--- src/rtl/hilo_pkg.sv ---
// Shared definitions for the HI/LO multiply sequencer and the Booth multiplier beside it.
package hilo_pkg;

    typedef enum logic [2:0] {
        ST_IDLE  = 3'd0,
        ST_CLEAR = 3'd1,
        ST_RUN   = 3'd2,
        ST_WRITE = 3'd3,
        ST_DONE  = 3'd4
    } state_t;

    // Load cycle plus one Booth iteration per operand bit; the multiplier uses the same count.
    localparam int MULT_CYCLES_DEF = 33;

endpackage

--- src/rtl/hilo_mult_ctrl_if.sv ---
// Control-unit side of the HI/LO block: multiply request, MTHI/MTLO writes, HI/LO readback, status.
interface hilo_mult_ctrl_if #(
    parameter int WIDTH = 32
);
    logic             start;
    logic [WIDTH-1:0] op_a;
    logic [WIDTH-1:0] op_b;
    logic             mthi;
    logic             mtlo;
    logic [WIDTH-1:0] wdata;
    logic [WIDTH-1:0] hi;
    logic [WIDTH-1:0] lo;
    logic             busy;
    logic             done;
    logic             err;

    modport master (
        output start, op_a, op_b, mthi, mtlo, wdata,
        input  hi, lo, busy, done, err
    );

    modport slave (
        input  start, op_a, op_b, mthi, mtlo, wdata,
        output hi, lo, busy, done, err
    );
endinterface

--- src/rtl/hilo_mult_ctrl.sv ---
// Sequences the Booth multiplier (restart, wait fixed latency, capture) and holds architectural HI/LO.
module hilo_mult_ctrl
    import hilo_pkg::*;
#(
    parameter int WIDTH       = 32,
    parameter int MULT_CYCLES = MULT_CYCLES_DEF,
    parameter int CNT_W       = 6
) (
    input  logic              clock,
    input  logic              reset,
    hilo_mult_ctrl_if.slave   bus,
    output logic              mult_rst,
    output logic [WIDTH-1:0]  mult_a,
    output logic [WIDTH-1:0]  mult_b,
    input  logic [WIDTH-1:0]  mult_hi,
    input  logic [WIDTH-1:0]  mult_lo
);

    state_t           state;
    state_t           state_nxt;
    logic [CNT_W-1:0] cnt;
    logic [WIDTH-1:0] hi_q;
    logic [WIDTH-1:0] lo_q;
    logic             err_q;
    logic             ready;
    logic             start_ok;
    logic             wr_ok;
    logic             conflict;

    // DONE is an idle state that merely flags the fresh result for one cycle.
    assign ready    = (state == ST_IDLE) || (state == ST_DONE);
    assign start_ok = ready && bus.start;
    assign wr_ok    = ready && !bus.start;
    assign conflict = (!ready && (bus.start || bus.mthi || bus.mtlo)) ||
                      (ready && bus.start && (bus.mthi || bus.mtlo));

    always_comb begin
        state_nxt = state;
        case (state)
            ST_IDLE, ST_DONE: state_nxt = bus.start ? ST_CLEAR : ST_IDLE;
            ST_CLEAR:         state_nxt = ST_RUN;
            ST_RUN:           state_nxt = (cnt == '0) ? ST_WRITE : ST_RUN;
            ST_WRITE:         state_nxt = ST_DONE;
            default:          state_nxt = ST_IDLE;
        endcase
    end

    always_ff @(posedge clock or posedge reset) begin
        if (reset) begin
            state  <= ST_IDLE;
            cnt    <= '0;
            mult_a <= '0;
            mult_b <= '0;
            hi_q   <= '0;
            lo_q   <= '0;
            err_q  <= 1'b0;
        end else begin
            state <= state_nxt;
            err_q <= conflict;
            if (start_ok) begin
                mult_a <= bus.op_a;
                mult_b <= bus.op_b;
            end
            if (state == ST_CLEAR)
                cnt <= CNT_W'(MULT_CYCLES - 1);
            else if (state == ST_RUN)
                cnt <= cnt - 1'b1;
            // Writes arriving while busy were already rejected, so the product always lands intact.
            if (state == ST_WRITE) begin
                hi_q <= mult_hi;
                lo_q <= mult_lo;
            end else if (wr_ok) begin
                if (bus.mthi) hi_q <= bus.wdata;
                if (bus.mtlo) lo_q <= bus.wdata;
            end
        end
    end

    assign mult_rst = reset || (state == ST_CLEAR);
    assign bus.busy = (state == ST_CLEAR) || (state == ST_RUN) || (state == ST_WRITE);
    assign bus.done = (state == ST_DONE);
    assign bus.err  = err_q;
    assign bus.hi   = hi_q;
    assign bus.lo   = lo_q;

endmodule

--- src/flat_wrapper.sv ---
// flat-port wrapper written by rule: the top's interface ports become plain ports
module hilo_mult_ctrl_flat import hilo_pkg::*;
#(
    parameter int WIDTH       = 32,
    parameter int MULT_CYCLES = MULT_CYCLES_DEF,
    parameter int CNT_W       = 6
)
  (clock, reset, mult_rst, mult_a, mult_b, mult_hi, mult_lo, bus_start, bus_op_a, bus_op_b, bus_mthi, bus_mtlo, bus_wdata, bus_hi, bus_lo, bus_busy, bus_done, bus_err);
  hilo_mult_ctrl_if #(.WIDTH(WIDTH)) bus_i ();
  input  logic clock;
  input  logic reset;
  output logic mult_rst;
  output logic [WIDTH-1:0] mult_a;
  output logic [WIDTH-1:0] mult_b;
  input  logic [WIDTH-1:0] mult_hi;
  input  logic [WIDTH-1:0] mult_lo;
  input wire logic [$bits(bus_i.start)-1:0] bus_start;
  input wire logic [$bits(bus_i.op_a)-1:0] bus_op_a;
  input wire logic [$bits(bus_i.op_b)-1:0] bus_op_b;
  input wire logic [$bits(bus_i.mthi)-1:0] bus_mthi;
  input wire logic [$bits(bus_i.mtlo)-1:0] bus_mtlo;
  input wire logic [$bits(bus_i.wdata)-1:0] bus_wdata;
  output wire logic [$bits(bus_i.hi)-1:0] bus_hi;
  output wire logic [$bits(bus_i.lo)-1:0] bus_lo;
  output wire logic [$bits(bus_i.busy)-1:0] bus_busy;
  output wire logic [$bits(bus_i.done)-1:0] bus_done;
  output wire logic [$bits(bus_i.err)-1:0] bus_err;
  assign bus_i.start = bus_start;
  assign bus_i.op_a = bus_op_a;
  assign bus_i.op_b = bus_op_b;
  assign bus_i.mthi = bus_mthi;
  assign bus_i.mtlo = bus_mtlo;
  assign bus_i.wdata = bus_wdata;
  assign bus_hi = bus_i.hi;
  assign bus_lo = bus_i.lo;
  assign bus_busy = bus_i.busy;
  assign bus_done = bus_i.done;
  assign bus_err = bus_i.err;
  hilo_mult_ctrl #(.WIDTH(WIDTH), .MULT_CYCLES(MULT_CYCLES), .CNT_W(CNT_W)) u_core (.clock(clock), .reset(reset), .bus(bus_i), .mult_rst(mult_rst), .mult_a(mult_a), .mult_b(mult_b), .mult_hi(mult_hi), .mult_lo(mult_lo));
endmodule
--- config.mk ---
export PLATFORM = sky130hd
export DESIGN_NAME = hilo_mult_ctrl_flat
export DESIGN_NICKNAME = d
export VERILOG_FILES = /design/src/rtl/hilo_pkg.sv /design/src/rtl/hilo_mult_ctrl_if.sv /design/src/rtl/hilo_mult_ctrl.sv /design/src/flat_wrapper.sv
export SDC_FILE = /design/constraint.sdc
export NUM_CORES = 1
export LEC_CHECK = 0
export CAP_MARGIN = 20
export CORE_MARGIN = 10
export CORE_UTILIZATION = 62
export DETAILED_ROUTE_END_ITERATION = 10
export DONT_BUFFER_PORTS = 1
export HOLD_SLACK_MARGIN = 0.15
export PLACE_DENSITY = 0.78
export SYNTH_ARGS = -nofsm -noshare
export SYNTH_HDL_FRONTEND = slang
export SYNTH_SLANG_ARGS = --single-unit
export TNS_END_PERCENT = 20
--- constraint.sdc ---
create_clock -name clock -period 9.77 [get_ports clock]
set_clock_uncertainty 0.1 [all_clocks]
set_input_delay 2.4425 -clock clock [delete_from_list [all_inputs] [get_ports clock]]
set_output_delay 2.4425 -clock clock [all_outputs]
set_load 0.01 [all_outputs]
==> impl_results.md <==
- Clock transition at path regs: 0.06 ns
- Setup violations, final: 0
- CTS Buf Count: 17
- GR Util All Layers: 0.219
- Clk buf depth: 2
- Post-CTS Setup Bufs: 0
- First drt pass iteration count: 4
- Number of synthesized flops with an enable pin: 0
- Status: complete, no violations
- Final routed DRC violation total: 0
- Distinct cells, synth: 29
- CORE AREA: 9330 sq um
- Synth async-reset ratio: 1.00
- Synth cell count leaders: 138 x dfrtp_1, 119 x mux2_2, 38 x nor2_1
- Hold Buf Count CTS: 0
- Tmin final: 5.30 ns
- Post-DP HPWL: 12400 microns
- Final period util: 0.543
- RSZ-0062 raised after global routing: false
- Mapped Avg Cell Area: 13.7 sq um
- Count leader, synth: dfrtp_1
- Synth Flop Type: dfrtp_1
- Worst path arrival time: 2.76 ns
- Fill count: 643
- Sequential fraction of the synthesis area: 0.574
- Least-Margin Pin Slew: 1.06 ns
- Slew HR: 0.292
- Root buf cell: clkbuf_8
- Crit path buf inv count: 0
- Crit-path cells: or2_2
- Post-synth top area cell: dfrtp_1
- Worst Setup Path Type: input pin to primary output
- CP endpoint kind: primary output
- Clk_lat worst skew: 0.50 ns
- Initial Util: 0.645
- Initial DRC count: 242
- Total negative slack: 0 ns
- CTS tree: built
- CP Launch Type: input pin
- Post-layout nets: 604
- Max cap viols: 0
- Critical Path Max Stage Delay: 0.32 ns
- Post-CTS sizing: 0
- CP Max Fanout: 2
- First-pass GRT wire length: 24100 microns
- Hold WC Path Type: register to register
- Fmax: 0.189 GHz
- Hold Fails Final Rpt: 0
- Slew Limit Fails: 0
- Vias/cell: 6.08
- Initial antenna violation count: 2
- Std cell rows: 35
- Routed wire length: 15800 microns
- Pwr/cell area: 378 nW/um^2
- Htree depth: 4
- Synth Warn #: 0
- Die X: 119 microns
- Gr ovfl total: 0
- Synth top area cells: dfrtp_1 57%, mux2_2 22%, mux2i_1 5.7%
- Cells after Synth: 439
- IO buf count: 0
- Leakage power total: 2.80 nW
- Die span in y: 119 microns
- Ports: 297
- Area Overhead vs Synth: 11.0%
- Worst VDD drop: 176 uV
- Vias in the first global route: 3850
- Critical path's top delay family: simple AND/OR/NAND/NOR gates
- Final ANT Viol Nets: 0
- Routability cong.: 0.768
- Share of cells above drive strength 1: 0.364
- Netlist area before placement: 6020 sq um
- Worst hold slack: 0.395 ns
- Syn nets: 606
- Yosys top cell area share: 0.574
- Die area: 14100 sq um
- Largest net degree at the start of global routing: 85
- Worst path required time: 7.23 ns
- Clock sink count: 138
- Synthesis-stage register bit count: 138
- Via count: 3535
- Slowest cell on crit path: or2_2
- WL per Instance: 27.3 microns
## layout make-up
class / count / area, sq um / share of cell area
Antenna cell: 2 / 5.00 / 0.000749
Clock buffer: 19 / 432 / 0.0646
Clock inverter: 13 / 164 / 0.0245
Inverter: 8 / 32.5 / 0.00487
Multi-Input combinational cell: 266 / 2370 / 0.354
Sequential cell: 138 / 3450 / 0.517
Tap cell: 129 / 161 / 0.0242
Timing Repair Buffer: 6 / 65.1 / 0.00974
## report_power, final
part	leakage [nW]	internal, mW	switching, mW
registers	1.61	0.866	0.400
logic	0.904	0.354	0.266
clock network	0.289	0.398	0.242
total	2.80	1.62	0.908
## per-stage QoR
stage | utilization | total power [mW] | instances | cell area [sq um] | worst slack [ns]
after detailed placement | 0.649 | 1.92 | 546 | 6050 | 4.47
final | 0.716 | 2.53 | 581 | 6680 | 4.47
after global placement | 0.649 | 1.86 | 546 | 6050 | 4.47
after CTS | 0.713 | 2.56 | 578 | 6650 | 4.47
after floorplan | - | 1.72 | 439 | 6020 | 3.53
after global routing | 0.716 | 2.68 | 581 | 6680 | 4.47
## cells in the final DEF (no fill, tap or decap)
master / count
mux2_1: 9
a21oi_1: 36
nor2_1: 38
mux2i_1: 34
mux2_2: 119
o41ai_4: 1
nand2b_1: 2
clkbuf_8: 2
a31o_2: 1
clkbuf_1: 1
clkinvlp_4: 2
ha_1: 2
or2_2: 1
clkinv_2: 3
nor4b_4: 1
bufinv_16: 3
and2_1: 1
xnor2_1: 1
diode_2: 2
nand3_1: 2
buf_4: 5
inv_6: 4
nand3b_4: 1
nor4bb_1: 1
dfrtp_1: 138
or4b_4: 1
nor3b_1: 1
inv_4: 1
and2_2: 1
clkinv_4: 1
buf_16: 1
or4_1: 3
o21ai_0: 3
clkbuf_16: 16
o22ai_1: 3
inv_1: 7
nor3_1: 4
## metal layers
metal,part of all wire,global-route usage,vias to the layer above
met5,0,0,-
met4,0.0061,0.0618,0
met3,0.12,0.119,8
met2,0.54,0.387,182
met1,0.34,0.217,1790
li1,-,-,1555
## logic make-up after synthesis
| family | share of synthesized area |
|---|---|
| xor gates and xnor gates | 0.00145 |
| AOI/OAI and AO/OA | 0.0416 |
| buffers and inverters | 0.0332 |
| and+or+nand+nor | 0.0501 |
| adders and majority gates | 0.00416 |
| muxes | 0.296 |
| DFF | 0.574 |
## sequential cells by signal, indices dropped and copies added (netlist names)
signal          flops
u_core.cnt          6
u_core.mult_a      32
u_core.bus.err      1
u_core.bus.hi      32
u_core.state        3
u_core.bus.lo      32
u_core.mult_b      32
## final timing paths
| kind | from | end | slack (ns) | depth (start not counted) |
|---|---|---|---|---|
| worst max-delay path | reset | mult_rst | 4.47 | 1 |
| worst min-delay path | u_core.cnt[5]$_DFFE_PP0P_ | u_core.cnt[5]$_DFFE_PP0P_ | 0.39 | 1 |
| min in group asynchronous | reset | u_core.mult_b[0]$_DFFE_PP0P_ | 1.72 | 1 |
| max in group asynchronous | reset | u_core.mult_b[19]$_DFFE_PP0P_ | 6.82 | 2 |
| worst min register to register | u_core.cnt[5]$_DFFE_PP0P_ | u_core.cnt[5]$_DFFE_PP0P_ | 0.39 | 1 |
| worst max register to register | u_core.state[0]$_DFF_PP0_ | u_core.bus.lo[30]$_DFFE_PP0P_ | 6.73 | 5 |
No activity file was read; power rests on OpenSTA's default activity.
==> variant (same flow settings) <==
`CNT_W` is set to 6 in 2 places; all go to 3.
--- a/src/rtl/hilo_mult_ctrl.sv
+++ b/src/rtl/hilo_mult_ctrl.sv
@@ -4,7 +4,7 @@
 #(
     parameter int WIDTH       = 32,
     parameter int MULT_CYCLES = MULT_CYCLES_DEF,
-    parameter int CNT_W       = 6
+    parameter int CNT_W       = 3
 ) (
     input  logic              clock,
     input  logic              reset,
--- a/src/flat_wrapper.sv
+++ b/src/flat_wrapper.sv
@@ -3,7 +3,7 @@
 #(
     parameter int WIDTH       = 32,
     parameter int MULT_CYCLES = MULT_CYCLES_DEF,
-    parameter int CNT_W       = 6
+    parameter int CNT_W       = 3
 )
   (clock, reset, mult_rst, mult_a, mult_b, mult_hi, mult_lo, bus_start, bus_op_a, bus_op_b, bus_mthi, bus_mtlo, bus_wdata, bus_hi, bus_lo, bus_busy, bus_done, bus_err);
   hilo_mult_ctrl_if #(.WIDTH(WIDTH)) bus_i ();
Function: changed (a bounded check fails within 10 cycles, from zero or initial values and one cycle with reset high).
==> variant against the unedited design <==
- register-to-register slack better by 370 ps
- area after synthesis is 4.5% lower
- power is 1.8% lower
- setup slack worse by 400 ps
- global-route usage hardly changed
- first-iteration DRC count is 9.5% higher
- die area is 3.7% lower
- sequential cell count is 3 lower
- routed wire length is 2.7% lower
- final area is 4.2% lower
- critical path type unchanged
- highest routed layer unchanged
==> variant: results <==
set metrics [dict create \
    status "complete, no violations" \
    routed_wl_um 15400 \
    ir_worst_vdd_uv 199 \
    r2r_slack_ps 7100 \
    r2r-end "u_core.bus.hi[30]$_DFFE_PP0P_" \
    min_to "u_core.cnt[1]$_DFFE_PP0P_" \
    first_pass_iters 5 \
    synth_xor_area_share_pct 0.152 \
    antennaDiodeCount 0 \
    ys_seq_area_share_pct 58.7 \
    muxShareOfSynthArea_pct 23.7 \
    nNetsFinal 623 \
    place_inst 547 \
    place_congestion 0.857 \
    clockBufferDepth 2 \
    ys_types 23 \
    worstMarginPinSlew_ps 1050 \
    cp_max_fo 50 \
    vias 3502 \
    min-delay-start "u_core.cnt[1]$_DFFE_PP0P_" \
    ys_warn_count 0 \
    cp_top_family "buffers and inverters" \
    grt_util_all_layers_pct 21.9 \
    synthAdderAreaFrac_pct 0.435 \
    dp_hpwl_um 11800 \
    dp_slack_ps 4000 \
    clk-insertion-delay-late_ps 500 \
    reg2regPathDepth 4 \
    syn-num-nets 627 \
    drive_above_1_share_pct 23.0 \
    syn_area_per_cell_um2 12.5 \
    drtIter0Drc 265 \
    antenna_found_initial 0 \
    grt_pass1_wl_um 22500 \
    synth-compound-area-share_pct 6.77 \
    post_dp_cell_area_um2 5740 \
    grt_max_degree 88 \
    wl_per_cell_um 26.6 \
    synthTopCellsByArea "dfrtp_1, mux2_2, mux2i_1, a21oi_1, nor2_1" \
    grt_pass1_vias 3935 \
    cts-root-buf "clkbuf_8" \
    hold_class "register to register" \
    critical-path-slowest-cell "inv_4" \
    p_leak_nw 2.66 \
    critPathArrivalTime_ps 3160 \
    slowest_delay_ps 400 \
    synth_common_cells "dfrtp_1, a21oi_1, nor2_1, mux2_2, mux2i_1" \
    whs_path_depth 2 \
    hold_ws_ps 435 \
    finalSetupViolCount 0 \
    r2r-start "u_core.state[0]$_DFF_PP0_" \
]
-- variant: changes by cell type in the layout (fill, tap and decap cells not counted), moves of 4 or more --
cell,delta
mux2_1,-9
mux2_2,-55
a21oi_1,+33
o21ai_0,+4
mux2i_1,+30
nor2_1,+30
-- variant: worst max path at each step --
| stage | from | to | slack [ps] | depth (start not counted) |
|---|---|---|---|---|
| after floorplan | reset | mult_rst | 1240 | 2 |
| after global placement | reset | mult_rst | 4030 | 2 |
| after detailed placement | reset | mult_rst | 4000 | 2 |
| after CTS | reset | mult_rst | 4010 | 2 |
| after global routing | reset | mult_rst | 3940 | 2 |
| final | reset | mult_rst | 4070 | 2 |
-- variant: routing by layer --
layer	track usage (%)	part of all wire (%)	vias to the layer above
li1	-	-	1600
met1	21.1	32	1681
met2	37.4	51	198
met3	13.5	15	23
met4	7.92	1.8	0
met5	0	0	-
-- variant: where the power goes --
| part | switching [mW] | internal (mW) | leakage, nW | total (mW) |
|---|---|---|---|---|
| Clock | 0.250 | 0.423 | 0.309 | 0.673 |
| Combinational | 0.267 | 0.299 | 0.791 | 0.566 |
| Sequential | 0.394 | 0.848 | 1.56 | 1.24 |
| Total | 0.911 | 1.57 | 2.66 | 2.48 |
-- variant: cells by family (layout without fill, tap and decap cells) --
logic type	count (synthesis)	after routing
flops	135	135
mux	128	128
simple gates	82	82
compound gates	77	77
buf+inv	35	44
fa+ha+maj	2	2
xor+xnor	1	1
-- variant: final cells by class --
class | count | area, um2
Clock buffer | 17 | 414
Clock inverter | 15 | 215
Fill cell | 646 | 2750
Inverter | 5 | 21.3
Multi-Input combinational cell | 290 | 2160
Sequential cell | 135 | 3380
Tap cell | 111 | 139
Timing Repair Buffer | 7 | 72.6
